**src/rtl/tff_burst_arbiter.sv**
```systemverilog
`default_nettype none
// ============================================================================
// Module  : tff_burst_arbiter
// Brief   : Round-robin burst arbiter sharing one T-flip-flop counter among
//           NREQ requesters. Optional abort-on-request-drop: TFF_ARB_ABORT_EN.
// Revision: 1.0 - initial release
// ============================================================================
module tff_burst_arbiter #(
  parameter int NREQ  = 4,
  parameter int CW    = 4,
  parameter int LEN_W = 4
) (
  input  logic                  CLK,
  input  logic                  RST,
  input  logic [NREQ-1:0]       req,
  input  logic [NREQ*LEN_W-1:0] len,
  output logic [NREQ-1:0]       gnt,
  output logic [2:0]            owner,
  output logic                  busy,
  output logic                  done,
  output logic                  aborted,
  output logic [CW-1:0]         cnt,
  output logic                  y
);

  typedef enum logic [1:0] {
    S_IDLE = 2'd0,
    S_RUN  = 2'd1,
    S_DONE = 2'd2
  } state_t;

  state_t            state_q, state_d;
  logic [NREQ-1:0]   gnt_q, gnt_d;
  logic [2:0]        owner_q, owner_d;
  logic [2:0]        ptr_q, ptr_d;
  logic [LEN_W-1:0]  rem_q, rem_d;
  logic [CW-1:0]     cnt_q, cnt_d;
  logic              done_q, done_d;
  logic              aborted_q, aborted_d;
  logic              pend_q, pend_d;

  logic [CW-1:0]     tff_t;
  logic              found;
  logic [2:0]        sel;
  logic              owner_live;

  // Toggle terms before the enable: bit i flips when every lower bit is one.
  assign tff_t[0] = 1'b1;
  for (genvar i = 1; i < CW; i++) begin : g_tff
    assign tff_t[i] = &cnt_q[i-1:0];
  end

`ifdef TFF_ARB_ABORT_EN
  assign owner_live = |(req & gnt_q);
`else
  assign owner_live = 1'b1;
`endif

  always_comb begin
    found = 1'b0;
    sel   = 3'd0;
    for (int k = 0; k < NREQ; k++) begin
      if (!found && req[(int'(ptr_q) + k) % NREQ]) begin
        found = 1'b1;
        sel   = 3'((int'(ptr_q) + k) % NREQ);
      end
    end
  end

  always_comb begin
    state_d   = state_q;
    gnt_d     = gnt_q;
    owner_d   = owner_q;
    ptr_d     = ptr_q;
    rem_d     = rem_q;
    cnt_d     = cnt_q;
    done_d    = 1'b0;
    aborted_d = 1'b0;
    pend_d    = pend_q;
    case (state_q)
      S_IDLE: begin
        if (found) begin
          gnt_d   = NREQ'(1) << sel;
          owner_d = sel;
          rem_d   = len[int'(sel)*LEN_W +: LEN_W];
          cnt_d   = '0;
          pend_d  = 1'b0;
          state_d = S_RUN;
        end
      end
      S_RUN: begin
        if (!owner_live) begin
          pend_d  = 1'b1;
          state_d = S_DONE;
        end else begin
          cnt_d = cnt_q ^ tff_t;
          if (rem_q == '0) state_d = S_DONE;
          else             rem_d   = rem_q - LEN_W'(1);
        end
      end
      S_DONE: begin
        gnt_d     = '0;
        done_d    = 1'b1;
        aborted_d = pend_q;
        pend_d    = 1'b0;
        ptr_d     = (owner_q == 3'(NREQ - 1)) ? 3'd0 : owner_q + 3'd1;
        state_d   = S_IDLE;
      end
      default: state_d = S_IDLE;
    endcase
  end

  always_ff @(posedge CLK) begin
    if (RST) begin
      state_q   <= S_IDLE;
      gnt_q     <= '0;
      owner_q   <= 3'd0;
      ptr_q     <= 3'd0;
      rem_q     <= '0;
      cnt_q     <= '0;
      done_q    <= 1'b0;
      aborted_q <= 1'b0;
      pend_q    <= 1'b0;
    end else begin
      state_q   <= state_d;
      gnt_q     <= gnt_d;
      owner_q   <= owner_d;
      ptr_q     <= ptr_d;
      rem_q     <= rem_d;
      cnt_q     <= cnt_d;
      done_q    <= done_d;
      aborted_q <= aborted_d;
      pend_q    <= pend_d;
    end
  end

  assign gnt     = gnt_q;
  assign owner   = owner_q;
  assign busy    = (state_q != S_IDLE);
  assign done    = done_q;
  assign aborted = aborted_q;
  assign cnt     = cnt_q;
  assign y       = &cnt_q;

endmodule
`default_nettype wire

```
**config.mk**
```make
export PLATFORM = sky130hd
export DESIGN_NAME = tff_burst_arbiter
export DESIGN_NICKNAME = d
export VERILOG_FILES = /design/src/rtl/tff_burst_arbiter.sv
export SDC_FILE = /design/constraint.sdc
export NUM_CORES = 1
export LEC_CHECK = 0
export ABC_AREA = 1
export BUFFER_PORTS_ARGS = -buffer_cell sky130_fd_sc_hd__clkbuf_2
export CAP_MARGIN = 20
export CORE_UTILIZATION = 55
export CTS_CLUSTER_DIAMETER = 60
export DETAILED_ROUTE_END_ITERATION = 6
export PLACE_DENSITY_LB_ADDON = 0.08
export SLEW_MARGIN = 20
export SYNTH_ARGS = -nofsm -noshare
export SYNTH_HDL_FRONTEND = slang
export SYNTH_SLANG_ARGS = --single-unit
```
**constraint.sdc**
```tcl
create_clock -name CLK -period 5.1 [get_ports CLK]
set_clock_uncertainty 0.15 [all_clocks]
set_input_delay 0.255 -clock CLK [delete_from_list [all_inputs] [get_ports CLK]]
set_output_delay 0.255 -clock CLK [all_outputs]
set_load 0.02 [all_outputs]
```
### After elaboration in Yosys (flattened, before gate mapping)

Cells that the tools add are included.

* flip-flop bits (word level): 22
* output and inout bits: 15
* input port bits: 22
* logic and storage cells: 87

* multiplexer cells: 33
* bitwise operators: 5
* equality and inequality tests: 6
* shift-type cells: 2
* reductions and logical operators: 23
* add/sub/neg operators: 5
* $lt $le $gt $ge: 4

Operators by type and width (count)
* 4-bit case mux with 2 select lines: 3
* 4-bit two-way mux: 4
* 16-bit by 6-bit indexed part select with 4-bit output: 1
* 1-bit two-way mux: 13
* 3-bit by 4-bit less-than comparator with 1-bit output (second input constant): 3
* 2-bit AND reduction: 5
* 3-bit two-way mux: 3
* 1-bit binary-select mux with 2-bit select: 4
* 2-bit two-way mux: 4
* 2-bit OR reduction: 4
* 2-bit != test (second input constant): 3
* 3-bit AND reduction: 2
* 2-bit nonzero test: 3
* 2-bit by 1-bit adder with 2-bit output (second input constant): 2
* 2-bit adder (second input constant): 2
* 4-bit zero test: 1
* 2-bit case mux with 2 select lines: 1
* 4-bit AND reduction: 1
* 1-bit by 3-bit << shifter with 4-bit output (first input constant): 1
* 4-bit by 1-bit subtractor with 4-bit output (second input constant): 1
* 4-bit bitwise XOR: 1
* 1-bit bitwise AND (first input constant): 3
* 3-bit by 2-bit == test with 1-bit output (second input constant): 1
* 1-bit logical AND: 3
* other kinds (7): 9

### Longest topological paths before layout

Gate-level depths: netlist of the first run.

* depth in word-level cells: 17
* mapped depth: 18
* gate-level depth less buffers: 17

### Worst setup path after synthesis of the first run

Ideal clock, no wire load.

* kind: register to register
* from: register ptr_q[0]
* to: register rem_q[1]
* buffers on the path: 2
* arrival time: 1.580 ns
* cell stages (with the launch flop): 18
* library setup time: 0.109 ns
* required time: 4.841 ns
* path slack: 3.261 ns
* period minus slack after synthesis: 1.839 ns
* cell sequence: dfxtp_1 buf_6 nand2_2 nand3_2 nand2_2 nor2_8 nand3_4 nand2_4 nand2_2 buf_6 nand2_1 nand2_1 nand2_1 nand2_1 nand2_1 nand3_1 nand2_1 inv_1

* longest elaborated chain between the ends: 15
* elaborated cells between the ends (all ways): 39
* classes of those cells: add/sub (3); eq/ne (1); shift (1); mux (21); bitwise (3); reduce/logical (10)

Ends and longest elaborated chain
* start: declaration: line 35 `logic [2:0] ptr_q, ptr_d;`
* start signal: assignment: line 128 `ptr_q <= ptr_d;`
* 2-bit by 1-bit adder with 2-bit output / 1-bit binary-select mux with 2-bit select (equally long branches): line 63, 65
* 1-bit binary-select mux with 2-bit select / 1-bit two-way mux (equally long branches): line 63 `if (!found && req[(int'(ptr_q) + k) % NREQ]) begin`
* 1-bit two-way mux (not written as such): line 63
* 1-bit two-way mux (not written as such) / 1-bit zero test (equally long branches): line 63
* 1-bit logical AND: line 63
* 1-bit two-way mux: line 63
* 1-bit zero test: line 63
* 1-bit logical AND: line 63
* 1-bit two-way mux: line 63
* 1-bit zero test: line 63
* 1-bit logical AND: line 63
* 3-bit two-way mux: line 63
* 16-bit by 6-bit indexed part select with 4-bit output: line 85 `rem_d = len[int'(sel)*LEN_W +: LEN_W];`
* 4-bit two-way mux: line 82 `if (found) begin`
* 4-bit case mux with 2 select lines: line 80 `case (state_q)`
* end signal: assignment: line 129 `rem_q <= rem_d;`
* end: declaration: line 36 `logic [LEN_W-1:0] rem_q, rem_d;`

Parallel ways exist; a longest one is shown, timed or not. The select of a mux whose other input is x is not followed.
A chain may end at the register's enable or synchronous reset.

### Worst setup path after layout of the first run

* from: register ptr_q[0]
* to: register rem_q[0]

Same word-level chain as after synthesis.

==> metrics.md, run 1 <==
| Metric | Value |
|---|---|
| Status | finished clean |
| Most frequent CP cell | nand2_1 |
| Area leader, netlist | dfxtp_1 |
| Startpoint Class | flop |
| Syn-to-layout area delta | 14.0% |
| Synthesized instance count | 213 |
| Number of global-route vias before repair | 1182 |
| Leak Pwr | 0.872 nW |
| Overall global routing resource usage | 23.6% |
| DP HPWL | 2120 um |
| Ports | 37 |
| Setup violators final | 0 |
| Design Power | 0.710 mW |
| Post-CTS Hold Buffers | 0 |
| Hold/Removal Path Class | input pin to flop |
| Post-synthesis sequential area ratio | 27.9% |
| H-tree levels | 1 |
| First-pass GRT wire length | 4750 um |
| Synth top area share | 27.9% |
| Crit path launch | ptr_q[0]$_SDFFE_PP0P_ |
| Fillers | 213 |
| Remaining antenna violation count | 0 |
| Worst EP arrival | 2.38 ns |
| RSZ-0062 raised after global routing | false |
| Yosys warns | 0 |
| Worst-Skew Late Latency | 0.31 ns |
| Via Count | 1350 |
| Synth Area per Inst | 6.40 um^2 |
| CTS root buf | clkbuf_4 |
| Worst Tran Pin Value | 0.653 ns |
| Die ar. | 2680 um^2 |
| Crit-path max cell delay | 0.63 ns |
| Placer Congestion | 0.829 |
| Max_cap viols | 0 |
| Fin crit share | 45.5% |
| Gr ovfl total | 0 |
| Cell variety after synth | 29 |
| # clock sinks | 19 |
| PortBufs | 34 |
| Post-CTS Setup Bufs | 0 |
| HP Start | RST |
| Worst Path Max Fanout | 11 |
| Die Width | 51.8 um |
| Synthesized flop and latch total | 19 |
| Worst EP required | 5.16 ns |
| Core Rows | 17 |
| DR WL/cell | 9.85 um |
| Clk buf depth | 2 |
| Initial antenna violation count | 0 |
| CP Capture Type | flop |
| Synth area leaders | dfxtp_1 28%, nand2_1 20%, nand3_1 7.7%, inv_1 7.2%, a21oi_1 5.5% |
| FF-to-FF Start | ptr_q[0]$_SDFFE_PP0P_ |
| Slew Viols, Final | 0 |
| Post-cts sizing count | 0 |
| Layout cells sized above 1 | 25.2% |
| Maximum VDD drop | 0.000325 V |
| Crit path kind | flop to flop |
| Total CTS buffers | 3 |
| Commonest cells after routing, fill and taps aside | 74 x nand2_1, 34 x clkbuf_2, 26 x inv_1 |
| Vias per inst | 4.93 |
| Pwr dens | 457 nW/um^2 |
| Final Hold Viols | 0 |
| Final period demand of the worst path | 2.32 ns |
| Clock-pin slew on the worst setup and hold paths | 0.12 ns |
| Final TNS setup | 0 ns |
| Most common cell after layout, fill and taps aside | nand2_1 |
| CTS tree | yes |
| Nets | 273 |
| Die Y | 51.8 um |
| N_diodes | 0 |
| DR pass1 iterations | 5 |
| Maximum clock rate | 431 MHz |
| Max-slew headroom | 56.3% |
| Worst path cell trace | inv_2, nand2_1, nand2_4, nand2_1, nand2_1, a21oi_2, nand2_2, nand2_2, nand2_1, nand3_1, nand2_1, nand2_1, nand3_1, nand2_1, inv_1 |
| Initial Util | 59.9% |
| CP max stage cell | dfxtp_1 |
| Drc violations | 0 |
| Largest net degree at the start of global routing | 17 |
| Synthesized area | 1360 um^2 |
| DRT iter0 DRCs | 28 |
| Routed Wire Length | 2700 um |
| Core area | 2280 um^2 |
path summary, 6_finish.rpt:
kind	end	slack, ns	cells past startpoint
worst max register to register	rem_q[0]$_SDFFE_PP0P_	2.78	15
worst max-delay path	rem_q[0]$_SDFFE_PP0P_	2.78	15
worst min-delay path	gnt[1]$_SDFFE_PP0P_	0.18	2
worst min register to register	gnt[3]$_SDFFE_PP0P_	0.33	2
cells in the mapped netlist:
cell type  count
nand2_1       74
inv_1         26
nand3_1       21
dfxtp_1       19
a21oi_1       15
nand2_2        9
nor2_1         6
nand3b_1       5
o21ai_0        5
ha_1           4
inv_2          3
nand2_4        3
buf_4          2
buf_6          2
clkbuf_1       2
nand3_2        2
nor2_2         2
xor2_1         2
a21o_1         1
a21oi_2        1
a31oi_1        1
and3_1         1
conb_1         1
nand3_4        1
nand4_1        1
nor2_8         1
nor3_1         1
o21ai_2        1
or2_2          1
per-layer routing:
layer	track usage [%]	part of all wire, %	vias up	wire (um)
met2	40.3	47	33	1280
met3	6.14	3.9	4	105
met5	0	0	-	0
met4	5.41	0.63	0	17
li1	-	-	739	-
met1	29.6	48	574	1300
flip-flops by register name, summed over array words and instances, names as in the netlist:
name,flops
gnt,4
rem_q,4
done,1
cnt,4
ptr_q,2
state_q,2
owner,2
stage by stage:
stage	utilization (%)	hold WS [ns]	instances	setup slack [ns]	cell area, um^2
2_1_floorplan	-	0.298	214	3.26	1370
3_3_place_gp	67.1	0.320	270	2.84	1530
3_5_place_dp	67.1	0.322	270	2.81	1530
4_1_cts	68.3	0.163	274	2.78	1560
5_1_grt	68.3	0.185	274	2.48	1560
6_report	68.3	0.179	274	2.78	1560
worst max-delay path, delay by kind of cell, from the launching register on:
family                 cells  cell delay, ns
AND/OR/NAND/NOR           12            1.13
flip-flops                 1            0.63
buffers and inverters      2            0.19
AO/OA/AOI/OAI              1            0.14
cell families after synthesis:
logic type / after synthesis / share of synthesized area (%)
AOI/OAI and AO/OA: 24 / 9.63
xor gates and xnor gates: 2 / 1.28
adders and majority gates: 4 / 3.67
buffers and inverters: 35 / 11.3
DFF: 19 / 27.9
other: 1 / 0.275
and+or+nand+nor: 128 / 46.0
final cells by class:
cell class | count | area [um^2] | share of cell area [%]
inverters | 29 | 109 | 7.00
clock inverters | 1 | 5.00 | 0.322
multi-input cells | 160 | 833 | 53.6
flip-flops and latches | 19 | 380 | 24.5
repair buffers | 34 | 170 | 10.9
well taps | 28 | 35.0 | 2.25
clock buffers | 3 | 22.5 | 1.45
power by group:
group          switching, mW  internal [mW]  total, mW
sequential            0.0267          0.186      0.212
clock                 0.0491         0.0293     0.0784
combinational          0.279          0.141      0.420
total                  0.355          0.356      0.710
Power figures use the tool's default switching activity.
==> run 2, diff against run 1 <==
--- a/config.mk
+++ b/config.mk
@@ -8,7 +8,7 @@
 export ABC_AREA = 1
 export BUFFER_PORTS_ARGS = -buffer_cell sky130_fd_sc_hd__clkbuf_2
 export CAP_MARGIN = 20
-export CORE_UTILIZATION = 55
+export CORE_UTILIZATION = 47
 export CTS_CLUSTER_DIAMETER = 60
 export DETAILED_ROUTE_END_ITERATION = 6
 export PLACE_DENSITY_LB_ADDON = 0.08
==> constraint.sdc (replaced) <==
create_clock -name CLK -period 2.1 [get_ports CLK]
set_clock_uncertainty 0.15 [all_clocks]
set_input_delay 0.105 -clock CLK [delete_from_list [all_inputs] [get_ports CLK]]
set_output_delay 0.105 -clock CLK [all_outputs]
set_load 0.02 [all_outputs]
==> run 2 against run 1 <==
Register-to-register slack lost 2.6 ns. Combinational power rose to 2.9 times the previous value. Clock power up 140%. Final cell count rose by 3.6%.
==> metrics.md, run 2 (synthesis gave the netlist of run 1 again) <==
| Metric | Value |
|---|---|
| Final Hold Viols | 0 |
| Final Util | 61.7% |
| Most common cell after layout, fill and taps aside | nand2_1 |
| Syn-to-layout area delta | 24.8% |
| DR pass1 iterations | 4 |
| Placer Congestion | 0.860 |
| First-pass GRT wire length | 4790 um |
| Setup violators final | 0 |
| CTS tree | yes |
| Pwr dens | 1120 nW/um^2 |
| Largest net degree at the start of global routing | 17 |
| Status | finished clean |
| Drc violations | 0 |
| Most frequent CP cell | nand2_1 |
| Crit path kind | flop to flop |
| Core Rows | 19 |
| Fin crit share | 92.7% |
| DRT iter0 DRCs | 63 |
| GR peak layer | met2 |
| WHS Path Cells | 2 |
| Buf/Inv on CP | 1 |
| DP HPWL | 2280 um |
| Leak Pwr | 0.937 nW |
| Initial Util | 49.5% |
| Fillers | 276 |
| N_diodes | 0 |
| Number of global-route vias before repair | 1157 |
| Worst EP arrival | 2.00 ns |
| Reg2reg end | rem_q[3]$_SDFFE_PP0P_ |
| Crit-path max cell delay | 0.40 ns |
| Post-CTS Hold Buffers | 0 |
| HP Start | RST |
| M1 GR Usage | 25.1% |
| Routed Wire Length | 2980 um |
| Worst slack at placement | 0.0485 ns |
| Core area | 2760 um^2 |
| Gr ovfl total | 0 |
| Final period demand of the worst path | 1.95 ns |
| CP max stage cell | dfxtp_4 |
| # clock sinks | 19 |
| Worst Path Max Fanout | 9 |
| Final TNS setup | 0 ns |
| Initial antenna violation count | 0 |
| Hold/Removal Path Class | input pin to flop |
| Vias per inst | 4.82 |
| PortBufs | 34 |
| R2r setup slk | 0.15 ns |
| WHS Endpoint | gnt[0]$_SDFFE_PP0P_ |
| Min Hold Slack | 0.0392 ns |
| Clk buf depth | 2 |
| Maximum clock rate | 514 MHz |
| Cell depth of the worst flop-to-flop path | 16 |
| Maximum VDD drop | 0.000833 V |
| Worst-Skew Late Latency | 0.30 ns |
| Slew Viols, Final | 0 |
| RSZ-0062 raised after global routing | false |
| Die Width | 55.9 um |
| Die ar. | 3120 um^2 |
| Startpoint Class | flop |
| DR WL/cell | 10.5 um |
| Max_cap viols | 0 |
| Total CTS buffers | 3 |
| Worst path cell trace | buf_6, nand2_2, nand2_4, nand2_1, nand2_1, nor2_1, nor2_4, nand2_8, nand2_8, nand2_1, nand3_1, nand2_1, nand2_1, nand2_1, nand2_1, nand2_1 |
| CTS root buf | clkbuf_4 |
| CP Capture Type | flop |
| Nets | 280 |
| GR Util met2 | 32.2% |
| Worst EP required | 2.16 ns |
| Clock-pin slew on the worst setup and hold paths | 0.11 ns |
| Grt met3 use | 2.09% |
| Ports | 37 |
| Commonest cells after routing, fill and taps aside | 72 x nand2_1, 34 x clkbuf_2, 25 x inv_1 |
| FF-to-FF Start | ptr_q[0]$_SDFFE_PP0P_ |
| Die Y | 55.9 um |
| Final WS setup | 0.154 ns |
| Via Count | 1369 |
| Remaining antenna violation count | 0 |
| Delay-heaviest family, CP | simple AND/OR/NAND/NOR gates |
| Overall global routing resource usage | 19.2% |
| Layout cells sized above 1 | 29.6% |
| H-tree levels | 1 |
==> run 2: worst register-to-register path: cells and delay by family, from the launching register on <==
family / cells / cell delay, ns
and+or+nand+nor: 15 / 1.17
DFF: 1 / 0.40
buffers and inverters: 1 / 0.12
==> run 2: worst max path at each step <==
stage                          startpoint               endpoint  slack, ns  cells past startpoint
finish              ptr_q[0]$_SDFFE_PP0P_  rem_q[3]$_SDFFE_PP0P_       0.15                     16
global route        ptr_q[0]$_SDFFE_PP0P_  rem_q[3]$_SDFFE_PP0P_      0.004                     16
CTS                 ptr_q[0]$_SDFFE_PP0P_  rem_q[3]$_SDFFE_PP0P_       0.03                     16
detailed placement  ptr_q[0]$_SDFFE_PP0P_  rem_q[3]$_SDFFE_PP0P_       0.05                     16
global placement    ptr_q[0]$_SDFFE_PP0P_  rem_q[0]$_SDFFE_PP0P_       0.09                     16
floorplan           ptr_q[0]$_SDFFE_PP0P_  rem_q[1]$_SDFFE_PP0P_       0.26                     17
==> run 2: area by class of cell <==
type,count,area [um^2],area share (%)
well taps,31,38.8,2.28
flip-flops and latches,19,385,22.6
inverters,29,114,6.69
multi-input cells,161,917,53.9
clock inverters,1,5.00,0.294
repair buffers,40,219,12.9
clock buffers,3,22.5,1.32
==> run 2: through the flow <==
step / area, um^2 / cells / total power [mW]
6_report: 1700 / 284 / 1.91
5_1_grt: 1700 / 284 / 2.09
4_1_cts: 1600 / 283 / 1.81
3_5_place_dp: 1580 / 279 / 1.62
3_3_place_gp: 1580 / 279 / 1.61
2_1_floorplan: 1370 / 214 / 1.35
==> run 2: where the power goes <==
group,switching (mW),internal (mW)
clock network,0.118,0.0711
logic,0.768,0.443
registers,0.0597,0.452
total,0.945,0.967
==> run 2: layer usage <==
layer | up-vias | part of all wire (%)
met2 | 25 | 47
met3 | 4 | 3.4
met5 | - | 0
li1 | 752 | -
met4 | 0 | 1.3
met1 | 588 | 48
==> run 2: repair_timing <==
action,CTS,global route
gates resized for setup,0,20
setup endpoints to repair,0,11
buffers inserted,0,0
